[config.mk]
export PLATFORM = sky130hd
export DESIGN_NAME = io_arb
export DESIGN_NICKNAME = d
export VERILOG_FILES = /design/src/rtl/io_arb_pkg.sv /design/src/rtl/io_arb_rr.sv /design/src/rtl/io_arb.sv
export SDC_FILE = /design/constraint.sdc
export NUM_CORES = 1
export LEC_CHECK = 0
export CAP_MARGIN = 30
export CORE_UTILIZATION = 44
export DETAILED_ROUTE_END_ITERATION = 6
export PLACE_DENSITY = 0.93
export SLEW_MARGIN = 0
export SYNTH_ARGS = -nofsm -noshare
export SYNTH_HDL_FRONTEND = slang
export SYNTH_HIERARCHICAL = 1
export SYNTH_SLANG_ARGS = --single-unit
[constraint.sdc]
create_clock -name clk -period 5.1 [get_ports clk]
set_input_delay 1.275 -clock clk [delete_from_list [all_inputs] [get_ports clk]]
set_output_delay 1.275 -clock clk [all_outputs]
set_load 0.05 [all_outputs]
[src/rtl/io_arb_pkg.sv]
// Shared types and constants for the two-master IO bus arbiter.
package io_arb_pkg;

  localparam int unsigned DW      = 16;
  localparam int unsigned AW      = 13;
  localparam int unsigned STATE_W = 2;

  typedef enum logic [STATE_W-1:0] {
    IDLE  = 2'd0,
    ISSUE = 2'd1,
    RESP  = 2'd2,
    DONE  = 2'd3
  } state_t;

  localparam logic M0 = 1'b0;
  localparam logic M1 = 1'b1;

endpackage

[src/rtl/io_arb_rr.sv]
// Combinational winner select between the two masters.
// IO_ARB_FIXED_PRIO_EN makes m0 win every tie; otherwise ties alternate.
module io_arb_rr
  import io_arb_pkg::*;
(
  input  logic m0_req,
  input  logic m1_req,
  input  logic last_grant,
  output logic grant_c
);

`ifdef IO_ARB_FIXED_PRIO_EN
  logic unused_last_grant;
  assign unused_last_grant = last_grant;

  always_comb begin
    grant_c = M0;
    if (m1_req && !m0_req) grant_c = M1;
  end
`else
  always_comb begin
    grant_c = M0;
    if (m0_req && m1_req) grant_c = ~last_grant;
    else if (m1_req)      grant_c = M1;
  end
`endif

endmodule

[src/rtl/io_arb.sv]
// Two-master arbiter and 4-cycle access sequencer for the IO peripheral bus.
// Optional IO_ARB_FIXED_PRIO_EN (see io_arb_rr) selects fixed m0 priority.
module io_arb
  import io_arb_pkg::*;
(
  input  logic          clk,
  input  logic          rst,
  input  logic          m0_req,
  input  logic          m0_we,
  input  logic [AW-1:0] m0_addr,
  input  logic [DW-1:0] m0_wdata,
  output logic          m0_ack,
  output logic [DW-1:0] m0_rdata,
  input  logic          m1_req,
  input  logic          m1_we,
  input  logic [AW-1:0] m1_addr,
  input  logic [DW-1:0] m1_wdata,
  output logic          m1_ack,
  output logic [DW-1:0] m1_rdata,
  output logic [AW-1:0] io_addr,
  output logic [DW-1:0] io_din,
  output logic          io_we,
  input  logic [DW-1:0] io_dout,
  output logic          busy
);

  state_t        state, state_d;
  logic          last_grant, last_grant_d;
  logic          win_id, win_id_d;
  logic          win_we, win_we_d;
  logic [AW-1:0] io_addr_d;
  logic [DW-1:0] io_din_d;
  logic          io_we_d;
  logic          m0_ack_d, m1_ack_d;
  logic [DW-1:0] m0_rdata_d, m1_rdata_d;
  logic          busy_d;
  logic          grant_c;

  io_arb_rr u_rr (
    .m0_req     (m0_req),
    .m1_req     (m1_req),
    .last_grant (last_grant),
    .grant_c    (grant_c)
  );

  // State and every output are registered here.
  always_ff @(posedge clk or posedge rst) begin
    if (rst) begin
      state      <= IDLE;
      last_grant <= M1;
      win_id     <= M0;
      win_we     <= 1'b0;
      io_addr    <= '0;
      io_din     <= '0;
      io_we      <= 1'b0;
      m0_ack     <= 1'b0;
      m1_ack     <= 1'b0;
      m0_rdata   <= '0;
      m1_rdata   <= '0;
      busy       <= 1'b0;
    end else begin
      state      <= state_d;
      last_grant <= last_grant_d;
      win_id     <= win_id_d;
      win_we     <= win_we_d;
      io_addr    <= io_addr_d;
      io_din     <= io_din_d;
      io_we      <= io_we_d;
      m0_ack     <= m0_ack_d;
      m1_ack     <= m1_ack_d;
      m0_rdata   <= m0_rdata_d;
      m1_rdata   <= m1_rdata_d;
      busy       <= busy_d;
    end
  end

  // Next-state and next-output logic; masters are sampled only in IDLE.
  always_comb begin
    state_d      = state;
    last_grant_d = last_grant;
    win_id_d     = win_id;
    win_we_d     = win_we;
    io_addr_d    = io_addr;
    io_din_d     = io_din;
    io_we_d      = 1'b0;
    m0_ack_d     = 1'b0;
    m1_ack_d     = 1'b0;
    m0_rdata_d   = m0_rdata;
    m1_rdata_d   = m1_rdata;

    case (state)
      IDLE: begin
        if (m0_req || m1_req) begin
          state_d      = ISSUE;
          win_id_d     = grant_c;
          last_grant_d = grant_c;
          if (grant_c == M0) begin
            win_we_d  = m0_we;
            io_we_d   = m0_we;
            io_addr_d = m0_addr;
            io_din_d  = m0_wdata;
          end else begin
            win_we_d  = m1_we;
            io_we_d   = m1_we;
            io_addr_d = m1_addr;
            io_din_d  = m1_wdata;
          end
        end
      end
      ISSUE: state_d = RESP;
      RESP: begin
        state_d = DONE;
        // io_dout carries the read result during this cycle.
        if (win_id == M0) begin
          m0_ack_d = 1'b1;
          if (!win_we) m0_rdata_d = io_dout;
        end else begin
          m1_ack_d = 1'b1;
          if (!win_we) m1_rdata_d = io_dout;
        end
      end
      DONE:    state_d = IDLE;
      default: state_d = IDLE;
    endcase

    busy_d = (state_d != IDLE);
  end

endmodule

======== Word level (Yosys, flattened, before mapping) ========
Cells that the tools add are included.
word-level totals
  register bits after elaboration ......... 70
  input bits .............................. 80
  output and inout port bits .............. 65
operators by class
  reductions and logical operators ........ 7
  bitwise gates (word level) .............. 3
  eq/ne operators ......................... 3
  mux-type cells .......................... 13
operator list
  cell                                            number
  2-to-1 mux 16 bit                               1
  2-to-1 mux 13 bit                               1
  2-to-1 mux 1 bit                                9
  one-hot mux 2 bit (4 select lines)              1
  AND reduction 3 bit                             2
  == test 2 bit (second input constant)           2
  inverter 1 bit                                  3
  == test 2 x 1 -> 1 bit (second input constant)  1
  logical NOT 2 bit                               1
  2-to-1 mux 2 bit                                1
  AND reduction 2 bit                             1
  nonzero test 2 bit                              1
  logical AND 1 bit                               1
  logical OR 1 bit                                1

======== Logic depth before layout (Yosys ltp) ========
  depth in word-level cells ............... 5
  depth in mapped cells ................... 5
  gate-level depth less buffers ........... 4

======== Hierarchy ========
Netlist, hierarchy kept.
by module, submodules not included
  module     cells each  times used  sequential area each (sq um)  area each (sq um)
  io_arb     189         1           1752.9                        3024.2
  io_arb_rr  1           1           0.0                           11.3

======== Least setup slack after synthesis ========
Ideal clock, no wire load.
  path kind ............................... in2reg
  start point ............................. input port m1_req
  end point ............................... register io_din[2]
  data arrival time ....................... 2.308 ns
  setup slack ............................. 2.668 ns
  path buffers ............................ 2
  cell stages on the path ................. 5
  cell sequence ........................... a21boi_2 -> clkbuf_2 -> clkbuf_8 -> mux2_2 -> mux2_2
between the ends
  cells in the longest elaborated chain, start to end .. 3
  elaborated cells on any way between the ends .. 6
  classes of those cells .................. mux: 3; reduce/logical: 3
ends and longest elaborated chain
  element                                                RTL line                          source
  start: declaration                                     io_arb.sv:14                      input logic m1_req,
  2-to-1 mux 1 bit or logical AND 1 bit (tied branches)  io_arb_rr.sv:24, io_arb_rr.sv:23
  2-to-1 mux 1 bit                                       io_arb_rr.sv:23                   if (m0_req && m1_req) grant_c = ~last_grant;
  2-to-1 mux 16 bit                                      io_arb.sv:97                      if (grant_c == M0) begin
  end signal: assignment                                 io_arb.sv:67                      io_din <= io_din_d;
  end: declaration                                       io_arb.sv:21                      output logic [DW-1:0] io_din,
Parallel ways exist; a longest one is shown, timed or not.
A chain may end at the register's enable or synchronous reset.

======== Worst setup path after layout ========
  start point ............................. input port m1_req
  end point ............................... register io_din[8]
between the ends
  cells in the longest elaborated chain, start to end .. 3
  elaborated cells on any way between the ends .. 6
  classes of those cells .................. mux: 3; reduce/logical: 3
ends and longest elaborated chain
  element                                                RTL line                          source
  2-to-1 mux 1 bit or logical AND 1 bit (tied branches)  io_arb_rr.sv:24, io_arb_rr.sv:23
  2-to-1 mux 1 bit (*)                                   io_arb_rr.sv:23
  net grant_c                                            io_arb.sv:37                      logic grant_c;
  2-to-1 mux 16 bit (*)                                  io_arb.sv:97
Mark *: on every way through the listed nets, which the timed path passes. The rest lies on a longest branch.

==> out/metrics.cfg <==
[routing]
vias_per_cell=4.96
wirelength_um=6920
routedWlPerCell_um=16.4
drtIter0Drc=51
via_count=2090
dr.pass1.iters=4
post-route-drc-count=0
postRouteAntennaNets=0

[job]
cap_violations=0

[power]
pwr-share-clk_pct=12.6
net-switching-power_mw=1.62
seqPwrFrac_pct=27.8
powerDensity_nw_per_um2=747
intPower_mw=1.94
irDropWorstVdd_uv=426
power.share.combinational_pct=59.6
leakagePower_nw=1.99
switching_share_pct=45.5

[worst_setup_path]
r2r-start=state[0]
worstPathArrival_ps=3070
reg2reg_slack_ps=3070
r2r_cells=4
start_kind=input pin
worstPathRequired_ps=5310
cpMaxStageDelayCell=clkdlybuf4s50_1
critPathMostFrequentCell=mux2_2
cp_max_fo=26
crit_chain=clkdlybuf4s50_1 -> a21boi_4 -> buf_12 -> mux2_2 -> mux2_2
reg2reg_to=m0_rdata[9]
end_kind=flip-flop
path_class=input pin to flip-flop
max_stage_delay_ps=550

[logic_synthesis]
synth_area_sq_um=3040
yosys.area_share.xor_xnor_pct=0
synth_compound_area_share_pct=0.907
yosys.area_share.adder_pct=0.824
yosysSeqAreaShare_pct=57.7
synth_seq_cells=70
netlist_instances=190
yosys.area_share.simple_pct=2.10
ys_types=21
syn_nets=272
synth.avg_cell_area_sq_um=16.0
yosys_warnings=6
synthMuxAreaShare_pct=35.3
synth_top_family_by_area=multiplexers

[timing]
fin_tns_setup_ps=0
setup_ws_ps=2240
hold_viol=0
finalSetupViolCount=0
finalCritPeriodShare_pct=56.1
drv_slew=0
clock_skew_ps=7.24
tightest_slew_ps=864
rsz0062_at_grt=no
slew_headroom_pct=42.3
fmax_mhz=349
period_minus_slack_ps=2860

[clocking]
cts_hold_buffers=0
clock_sinks=70
cts_buffers=9
htreeDepth=3
cts_tree=yes
clk_pin_slew_ps=60
insertion_delay_ps=330
cts_max_path_buffers=2
cts_setup_buffers=0
postCtsResizedCells=0
cts.root.buffer_cell=clkbuf_8

[global_route]
antenna_found_initial=0
grt_pass1_vias=2353
grt_usage_pct=20.3
grt_max_degree=45
grt_pass1_wl_um=11200
overflow=0

[finish]
final_common_cell=clkdlybuf4s50_1
syn2layout_area_growth_pct=56.7
drive_gt1_share_pct=33.4
n_antenna_cell=0
mostFrequentLayoutCells=clkdlybuf4s50_1 (144), mux2_2 (88), dfrtp_1 (69), clkbuf_8 (11), mux2_4 (4)
layout.nets=421

[worst_hold_path]
holdPathStages=1
min-delay-path-class=flip-flop to flip-flop
hold_path_end=io_addr[10]
hp-start=io_addr[10]

[die]
top_level_ports=145
rows=29
die_x_um=85.1
die_h_um=85.1
initial_core_util_pct=46.7
die_area_sq_um=7240
core-area_sq_um=6490

[status]
status=complete, no violations

[placed_design]
globalplace.congestion=0.705
io_buffers=144
place_hpwl_um=5180
pre_cts_slack_ps=1890

==> critical path, delay by kind of cell <==
| kind | cells | cell delay [ps] |
|---|---|---|
| buffers and inverters | 2 | 790 |
| multiplexers | 2 | 610 |
| AO/OA/AOI/OAI | 1 | 380 |
==> metrics by stage <==
| step | hold slack [ps] | power [mW] | util [%] | std cells | cell area [sq um] |
|---|---|---|---|---|---|
| after floorplan | 497 | 2.41 | - | 190 | 3040 |
| after detailed placement | 493 | 3.13 | 70.1 | 405 | 4560 |
| after CTS | 508 | 3.58 | 73.2 | 421 | 4760 |
| after global routing | 519 | 3.71 | 73.2 | 421 | 4760 |
| after global placement | 486 | 3.05 | 69.5 | 403 | 4520 |
| final | 505 | 3.55 | 73.2 | 421 | 4760 |
==> flip-flops by register name (all words and copies together), names as in the netlist <==
register,count
io_addr,13
last_grant,1
io_we,1
io_din,16
win_we,1
m0_rdata,16
m1_rdata,16
m0_ack,1
state,2
m1_ack,1
busy,1
win_id,1
==> cells by family (layout without fill, tap and decap cells) <==
| logic type | Yosys count | count (layout) |
|---|---|---|
| multiplexers | 94 | 94 |
| flip-flops | 70 | 70 |
| buffers and inverters | 13 | 167 |
| AND/OR/NAND/NOR | 8 | 8 |
| AO/OA/AOI/OAI | 3 | 3 |
| adder cells (fa/ha/maj) | 2 | 2 |
==> final cells by class <==
cell class / instances / area [sq um]
Clock buffer: 13 / 159
Clock inverter: 3 / 42.5
Fill cell: 429 / 1740
Inverter: 4 / 15.0
Multi-Input combinational cell: 107 / 1200
Sequential cell: 70 / 1750
Tap cell: 77 / 96.3
Timing Repair Buffer: 147 / 1490
==> routing by layer <==
| metal | part of all wire, % | vias to the layer above | track usage [%] |
|---|---|---|---|
| met2 | 54 | 84 | 36.2 |
| met5 | 0 | - | 0 |
| met1 | 37 | 1020 | 22.1 |
| met4 | 2.6 | 0 | 8.78 |
| met3 | 6.4 | 14 | 6.71 |
| li1 | - | 972 | - |
==> synthesized netlist by cell type <==
cell | number | area share (%)
a21boi_2 | 1 | 0.37
and2_1 | 1 | 0.21
and2b_1 | 1 | 0.25
buf_2 | 3 | 0.49
buf_4 | 1 | 0.25
buf_6 | 1 | 0.37
clkbuf_2 | 1 | 0.16
clkbuf_8 | 3 | 1.4
dfrtp_1 | 69 | 57
dfstp_2 | 1 | 0.87
ha_1 | 2 | 0.82
inv_1 | 4 | 0.49
mux2_2 | 88 | 33
mux2_4 | 4 | 2.0
mux2i_1 | 2 | 0.66
nand3b_2 | 1 | 0.37
nor2_1 | 3 | 0.37
nor3b_4 | 1 | 0.62
nor4b_1 | 1 | 0.29
o21ai_2 | 1 | 0.29
o21bai_1 | 1 | 0.25
==> worst max-delay path by stage <==
| stage | start | endpoint | slack, ps | depth (start not counted) |
|---|---|---|---|---|
| 2_1_floorplan | rst | busy | 2060 | 1 |
| 6_report | m1_req | io_din[8] | 2240 | 5 |
| 3_3_place_gp | m1_req | io_addr[0] | 1560 | 4 |
| 5_1_grt | m1_req | io_din[8] | 2190 | 5 |
| 3_5_place_dp | m1_req | io_din[13] | 1890 | 5 |
| 4_1_cts | m1_req | io_din[8] | 2250 | 5 |
==> power by group through the flow <==
| stage | clock network (mW) | registers [mW] | logic [mW] |
|---|---|---|---|
| final | 0.446 | 0.988 | 2.12 |
| after global routing | 0.487 | 1.02 | 2.19 |
| after CTS | 0.454 | 0.990 | 2.14 |
| after detailed placement | 0 | 0.999 | 2.13 |
| after global placement | 0 | 0.980 | 2.07 |
| after floorplan | 0 | 1.90 | 0.508 |
Power figures use the tool's default switching activity.
